[src/rtl/vram_fill_arbiter.sv]
// Write-port arbiter for the VGA frame RAM: the CPU window always owns port A,
// and a linear fill engine writes one colour into the cycles the CPU leaves free.
// Ports: clk/rst (sync, active high); cpu_* bus path (cpu_dout mirrors vram_dout);
//   fill_* engine control/status; vram_* port-A drive (vram_dout is 1-cycle synchronous read data).
module vram_fill_arbiter #(
  parameter int ADDR_W = 19,
  parameter int DATA_W = 12,
  parameter int DEPTH  = 307200
) (
  input  logic              clk,
  input  logic              rst,
  input  logic              cpu_req,
  input  logic              cpu_we,
  input  logic [ADDR_W-1:0] cpu_addr,
  input  logic [DATA_W-1:0] cpu_din,
  output logic [DATA_W-1:0] cpu_dout,
  input  logic              fill_start,
  input  logic              fill_abort,
  input  logic [ADDR_W-1:0] fill_base,
  input  logic [ADDR_W:0]   fill_len,
  input  logic [DATA_W-1:0] fill_color,
  output logic              fill_busy,
  output logic              fill_done,
  output logic [ADDR_W:0]   fill_count,
  output logic              vram_we,
  output logic [ADDR_W-1:0] vram_addr,
  output logic [DATA_W-1:0] vram_din,
  input  logic [DATA_W-1:0] vram_dout
);

  typedef enum logic [1:0] {IDLE, FILL, DONE} state_t;

  localparam logic [ADDR_W:0] DEPTH_W = (ADDR_W + 1)'(DEPTH);

  state_t            state, state_nx;
  logic [ADDR_W-1:0] cur_addr;
  logic [ADDR_W:0]   rem;
  logic [DATA_W-1:0] fill_c;

  logic [ADDR_W:0]   base_ext;
  logic [ADDR_W:0]   avail;
  logic [ADDR_W:0]   eff_len;
  logic              load;
  logic              grant;

  // Clamp the request so the fill never runs past the last pixel; a base at or
  // beyond the end of the frame yields an empty fill.
  always_comb begin
    base_ext = {1'b0, fill_base};
    avail    = (base_ext < DEPTH_W) ? (DEPTH_W - base_ext) : '0;
    eff_len  = (fill_len < avail) ? fill_len : avail;
  end

  assign load  = (state == IDLE) && fill_start;
  // The fill only gets the port when the CPU is idle; reset also suppresses it
  // so the port follows the CPU alone while rst is held.
  assign grant = (state == FILL) && !cpu_req && !rst;

  always_ff @(posedge clk) begin
    if (rst) begin
      state      <= IDLE;
      cur_addr   <= '0;
      rem        <= '0;
      fill_c     <= '0;
      fill_count <= '0;
    end else begin
      state <= state_nx;
      if (load) begin
        cur_addr   <= fill_base;
        fill_c     <= fill_color;
        rem        <= eff_len;
        fill_count <= '0;
      end else if (grant) begin
        // A granted write always completes, even alongside an abort.
        cur_addr   <= cur_addr + ADDR_W'(1);
        rem        <= rem - (ADDR_W + 1)'(1);
        fill_count <= fill_count + (ADDR_W + 1)'(1);
      end
    end
  end

  always_comb begin
    state_nx = state;
    case (state)
      IDLE: begin
        if (fill_start) begin
          state_nx = (eff_len != '0) ? FILL : DONE;
        end
      end
      FILL: begin
        if (fill_abort) begin
          state_nx = IDLE;
        end else if (grant && (rem == (ADDR_W + 1)'(1))) begin
          state_nx = DONE;
        end
      end
      DONE:    state_nx = IDLE;
      default: state_nx = IDLE;
    endcase
  end

  // Port-A mux: CPU has absolute priority, fill uses granted cycles only.
  always_comb begin
    vram_we   = 1'b0;
    vram_addr = '0;
    vram_din  = '0;
    if (cpu_req) begin
      vram_we   = cpu_we;
      vram_addr = cpu_addr;
      vram_din  = cpu_din;
    end else if (grant) begin
      vram_we   = 1'b1;
      vram_addr = cur_addr;
      vram_din  = fill_c;
    end
  end

  assign fill_busy = (state != IDLE);
  // An abort landing on the DONE cycle cancels the completion pulse.
  assign fill_done = (state == DONE) && !fill_abort && !rst;
  assign cpu_dout  = vram_dout;

endmodule

[config.mk]
export PLATFORM = sky130hd
export DESIGN_NAME = vram_fill_arbiter
export DESIGN_NICKNAME = d
export VERILOG_FILES = /design/src/rtl/vram_fill_arbiter.sv
export SDC_FILE = /design/constraint.sdc
export NUM_CORES = 1
export LEC_CHECK = 0
export BUFFER_PORTS_ARGS = -buffer_cell sky130_fd_sc_hd__buf_4
export CAP_MARGIN = 20
export CELL_PAD_IN_SITES_DETAIL_PLACEMENT = 1
export CELL_PAD_IN_SITES_GLOBAL_PLACEMENT = 2
export CORE_ASPECT_RATIO = 0.9
export CORE_MARGIN = 8
export CORE_UTILIZATION = 29
export CTS_CLUSTER_DIAMETER = 80
export CTS_CLUSTER_SIZE = 24
export DETAILED_ROUTE_END_ITERATION = 10
export GPL_TIMING_DRIVEN = 0
export PLACE_DENSITY_LB_ADDON = 0.1
export SYNTH_ARGS = -nofsm -noshare
export SYNTH_HDL_FRONTEND = slang
export SYNTH_SLANG_ARGS = --single-unit
[constraint.sdc]
create_clock -name clk -period 4.45 [get_ports clk]
set_input_delay 0.445 -clock clk [delete_from_list [all_inputs] [get_ports clk]]
set_output_delay 0.445 -clock clk [all_outputs]
set_load 0.01 [all_outputs]
* After elaboration in Yosys (flattened, before gate mapping) *
Cells that the tools add are included.
Widths: inputs -> output; s select.

operators by class
  add/sub/neg operators = 4
  $lt $le $gt $ge = 2
  eq/ne operators = 5
  muxes and demuxes = 17
  reductions and logical operators = 15

operator list
  kind                    number
  $mux 20                 4
  $mux 19                 4
  $mux 12                 2
  $add 20x1->20 const B   1
  $eq 20x1->1 const B     1
  $lt 20x20->1            1
  $reduce_bool 20->1      1
  $sub 19x19->20 const A  1
  $sub 20x1->20 const B   1
  $add 19x1->19 const B   1
  $lt 19x19->1 const B    1
  $mux 2                  4
  $logic_and 1x1->1       6
  $pmux 2 s2              1
  $reduce_bool 2->1       2
  $logic_not 1->1         3
  $ne 3x2->1 const B      1
  $eq 2x1->1 const B      1
  $eq 2x2->1 const B      1
  $logic_not 2->1         1
  $mux 1                  2
  $ne 2x2->1 const B      1
  $reduce_and 2->1        1
  $reduce_or 2->1         1

storage, ports and cells
  register bits after elaboration = 73
  input bits = 100
  output and inout port bits = 66
  word-level logic and storage cells = 48

* Longest topological paths before layout *
  depth after elaboration = 8
  mapped depth = 17
  gate-level depth less buffers = 15

* Least setup slack after synthesis *
No wires, ideal clock.

  path kind = input-to-reg
  start point = input port fill_base[4]
  end point = register rem[5]
  library setup time = 78 ps
  data arrival time = 3,901 ps
  data required time = 4,372 ps
  slack = 471 ps
  cell stages on the path = 17
  buffers on the path = 3
  path through = buf_6 -> or4_1 -> buf_4 -> or4_4 -> a21oi_1 -> xnor2_1 -> nor2_1 -> inv_1 -> ha_1 -> nand4_1 -> nor4_1 -> o211ai_1 -> nand4_1 -> buf_2 -> mux2i_1 -> nor2_1 -> nor3_1

between the ends
  cells in the longest elaborated chain, start to end = 5
  elaborated cells between the ends (all ways) = 6
  those cells by class = 1 x add/sub; 2 x order compare; 3 x mux

RTL lines
  element                                         line  RTL
  from (decl)                                     19    input logic [ADDR_W-1:0] fill_base,
  $sub 19x19->20 or $lt 19x19->1 (tied branches)  50    avail = (base_ext < DEPTH_W) ? (DEPTH_W - base_ext) : '0;
  $mux 20 *                                       50
  $lt 20x20->1                                    51    eff_len = (fill_len < avail) ? fill_len : avail;
  $mux 20 *                                       51
  $mux 20 *                                       68    if (load) begin
  to (signal assigned)                            71    rem <= eff_len;
  to (signal assigned)                            76    rem <= rem - (ADDR_W + 1)'(1);
  to (decl)                                       37    logic [ADDR_W:0] rem;

Every way passes the cells marked *; elsewhere a longest branch is shown, timed or not.
A chain may end at the register's enable or synchronous reset.

* Final worst setup path *
  start point = input port fill_base[2]
  end point = register rem[6]

Same word-level chain as after synthesis.

==> results.json <==
{
  "ys_seq_elements": 73,
  "drt_pre_antenna_iters": 5,
  "critical-path-max-stage-delay_ns": 0.59,
  "tightest_slew_ns": 1.04,
  "vdd.ir_drop.worst_mv": 0.164,
  "groute.layer.met3.usage": 0.0452,
  "cp.buffers_inverters": 3,
  "hp-class": "primary input to flip-flop",
  "timing.final.crit_share": 0.958,
  "grt_setup_unrepaired": "no",
  "route.detailed.vias_per_inst": 5.31,
  "drc": 0,
  "synth_nets": 844,
  "final_critical_path_setup_slack_ns": 0.188,
  "chipWidth_um": 160,
  "postRouteWirelength_um": 22700,
  "worst_skew_pair.late_latency_ns": 0.35,
  "routed_wire_length_per_instance_um": 20.0,
  "fp-row-count": 47,
  "clk_pin_slew_worst_paths_ns": 0.06,
  "r2r_setup_slack_ns": 1.61,
  "antenna_found_initial": 0,
  "grt-ovfl-total": 0,
  "detailroute.via_count": 6006,
  "port_buffer_count": 148,
  "fin_hold_ws_ns": 0.353,
  "grt_most_used_layer": "met2",
  "asyncSetResetFlopFracSynth": 0,
  "placeableCoreArea_sq_um": 18300,
  "post_synth_inst_count": 720,
  "cp_top_family": "simple AND/OR/NAND/NOR gates",
  "tns_ns": 0,
  "placement.cell_area_sq_um": 6810,
  "tritoncts": "done",
  "final_cell_area_sq_um": 7140,
  "cts_hold_repair.buffers": 0,
  "grt_max_degree": 15,
  "startpoint": "fill_base[2]",
  "place_hpwl_um": 18200,
  "die_area_sq_um": 23200,
  "count_of_final_setup_violators": 0,
  "clock_tree.buffer_depth": 2,
  "cp.arrival_ns": 4.53,
  "critical_path_class": "primary input to flip-flop",
  "grtUsageTotal": 0.190,
  "global_route.usage.met2": 0.332,
  "finalWorstPathRequiredPeriod_ns": 4.26,
  "reg2reg_from": "state[0]",
  "synthDistinctLibCells": 70,
  "timing.slew.headroom": 0.296,
  "mappedNetlistArea_sq_um": 5390,
  "synth-edff-count": 0,
  "htree_num_levels": 3,
  "total_area_of_multi_input_combinational_cells_sq_um": 3520,
  "run_status": "finished clean",
  "max_cap_violations": 0,
  "post_synthesis_area_per_instance_sq_um": 7.48,
  "antenna_left": 0,
  "worst_setup_path_start_kind": "primary input",
  "fmax_ghz": 0.235,
  "buffer_type_at_the_clock_tree_root": "sky130_fd_sc_hd__clkbuf_16",
  "p_leak_nw": 3.01,
  "globalplace.congestion": 0.852,
  "required_time_reported_for_the_critical_path_endpoint_ns": 4.72,
  "cell_chain_critical_path": "buf_4 -> or4_1 -> clkbuf_1 -> or3_2 -> a21oi_1 -> xor2_1 -> nand2_1 -> ha_1 -> nand4_1 -> nor4_2 -> o211ai_1 -> nand4_1 -> clkbuf_4 -> mux2i_1 -> a21oi_1 -> nor2_1",
  "first_global_vias": 6532,
  "synth_seq_area_share": 0.271,
  "worst-path-max-fanout": 10,
  "grt_use_met1": 0.231,
  "final-max-slew-violation-count": 0,
  "hold_viol_final": 0,
  "antenna_cells": 0,
  "grt_pass1_wl_um": 35700,
  "area_growth_pct": 32.5,
  "final_net_count": 1005,
  "drive_gt1_frac": 0.228,
  "num_io_pins": 166,
  "initial_standard_cell_utilization_of_the_core": 0.295,
  "tritoncts.num_buffers": 9,
  "p_per_area_nw_per_um2": 286,
  "place_worst_setup_slack_ns": -0.620,
  "ff_latch_area_sq_um": 1460,
  "fin_worst_skew_ns": 0.00936,
  "synth_warnings": 0,
  "drt_iter0_markers": 289,
  "cp-end-kind": "flip-flop",
  "n_fill_cell": 2327,
  "min_from": "fill_color[5]",
  "clock_sinks": 73,
  "synth-main-ff-cell": "sky130_fd_sc_hd__dfxtp_1",
  "cp_slowest_cell": "sky130_fd_sc_hd__or4_1",
  "die_height_um": 145
}
-- cells in the mapped netlist (5+ instances only) --
cell type	n	area (sq um)
sky130_fd_sc_hd__a22o_1	29	254
sky130_fd_sc_hd__clkbuf_1	26	97.6
sky130_fd_sc_hd__nand3_1	25	125
sky130_fd_sc_hd__mux2i_1	18	180
sky130_fd_sc_hd__nand2b_1	5	31.3
sky130_fd_sc_hd__a31oi_1	9	56.3
sky130_fd_sc_hd__a211oi_1	12	90.1
sky130_fd_sc_hd__and3_1	17	106
sky130_fd_sc_hd__nand4_1	11	68.8
sky130_fd_sc_hd__or4_1	8	60.1
sky130_fd_sc_hd__xnor2_1	11	96.3
sky130_fd_sc_hd__a21oi_1	62	310
sky130_fd_sc_hd__xor2_1	25	219
sky130_fd_sc_hd__or3_1	5	31.3
sky130_fd_sc_hd__buf_1	5	18.8
sky130_fd_sc_hd__dfxtp_1	73	1460
sky130_fd_sc_hd__nor2_1	80	300
sky130_fd_sc_hd__nand2_1	86	323
sky130_fd_sc_hd__nor3_1	21	105
sky130_fd_sc_hd__nor4_1	13	81.3
sky130_fd_sc_hd__buf_4	13	97.6
sky130_fd_sc_hd__ha_1	24	300
sky130_fd_sc_hd__o21ai_0	38	190
sky130_fd_sc_hd__a221oi_1	5	43.8
sky130_fd_sc_hd__inv_1	26	97.6
-- logic make-up (layout without fill, tap and decap cells) --
group	count (synthesis)	after routing	share of synthesized area
xor+xnor	36	36	0.0585
other cells	1	1	0.000696
flops	73	73	0.271
simple gates	302	302	0.278
mux	20	20	0.0383
compound gates	184	184	0.219
buf+inv	80	246	0.0785
fa+ha+maj	24	24	0.0557
-- path summary, 6_finish.rpt --
kind                     to  cells after the start
setup reg to reg    rem[19]                      7
setup / recovery     rem[6]                     16
hold / removal    fill_c[5]                      3
hold reg to reg   fill_c[3]                      2
-- sequential cells by signal, summed over array words and instances, names as in the netlist --
register,cells
rem,20
fill_c,12
cur_addr,19
fill_count,20
state,2
-- stage by stage --
stage               std cells  power, mW   util
floorplan                 720       1.05      -
global placement         1113       1.28  0.372
detailed placement       1113       1.29  0.372
CTS                      1131       2.06  0.390
global route             1131       2.15  0.390
finish                   1131       2.04  0.390
-- where the power goes --
group	switching, mW	total, mW	internal, mW
Clock	0.320	0.760	0.440
Combinational	0.310	0.548	0.238
Sequential	0.0423	0.736	0.693
-- layout by cell type, fill, tap and decap left out, drive strengths merged, types with 18 or more instances in the layout --
cell / n
buf: 175
nand2: 87
nor2: 81
dfxtp: 73
a21oi: 62
o21ai: 39
clkbuf: 37
a22o: 29
inv: 28
nand3: 25
xor2: 25
ha: 24
nor3: 21
mux2i: 18
-- what timing repair did --
action                                 CTS  global route
buffers inserted                         2             0
pin swaps                                1             0
endpoints found under the hold margin    0             0
setup endpoints to repair               12            16
gates resized for setup                  0             4
-- layout make-up --
type                            instances  area share
Multi-Input combinational cell        567       0.493
Clock buffer                            9      0.0315
Tap cell                              245      0.0429
Buffer                                 54      0.0459
Sequential cell                        73       0.205
Clock inverter                          7      0.0110
Timing Repair Buffer                  150       0.158
Inverter                               26      0.0137
-- routing by layer --
layer | up-vias | wire length (um)
met5 | - | 0
met4 | 0 | 267
met3 | 24 | 1070
met2 | 134 | 11300
met1 | 2937 | 10100
li1 | 2911 | -
-- worst register-to-register path, cell delays in order, from the launching register on --
cell and delay [ns]:
sky130_fd_sc_hd__dfxtp_1 0.44, sky130_fd_sc_hd__nor4b_1 0.87, sky130_fd_sc_hd__nand4_1 0.49, sky130_fd_sc_hd__nor2_1 0.38, sky130_fd_sc_hd__nand3b_1 0.13, sky130_fd_sc_hd__xor2_1 0.19
sky130_fd_sc_hd__o22a_1 0.17, sky130_fd_sc_hd__nor2_1 0.04
(Power assumes the default switching activity.)
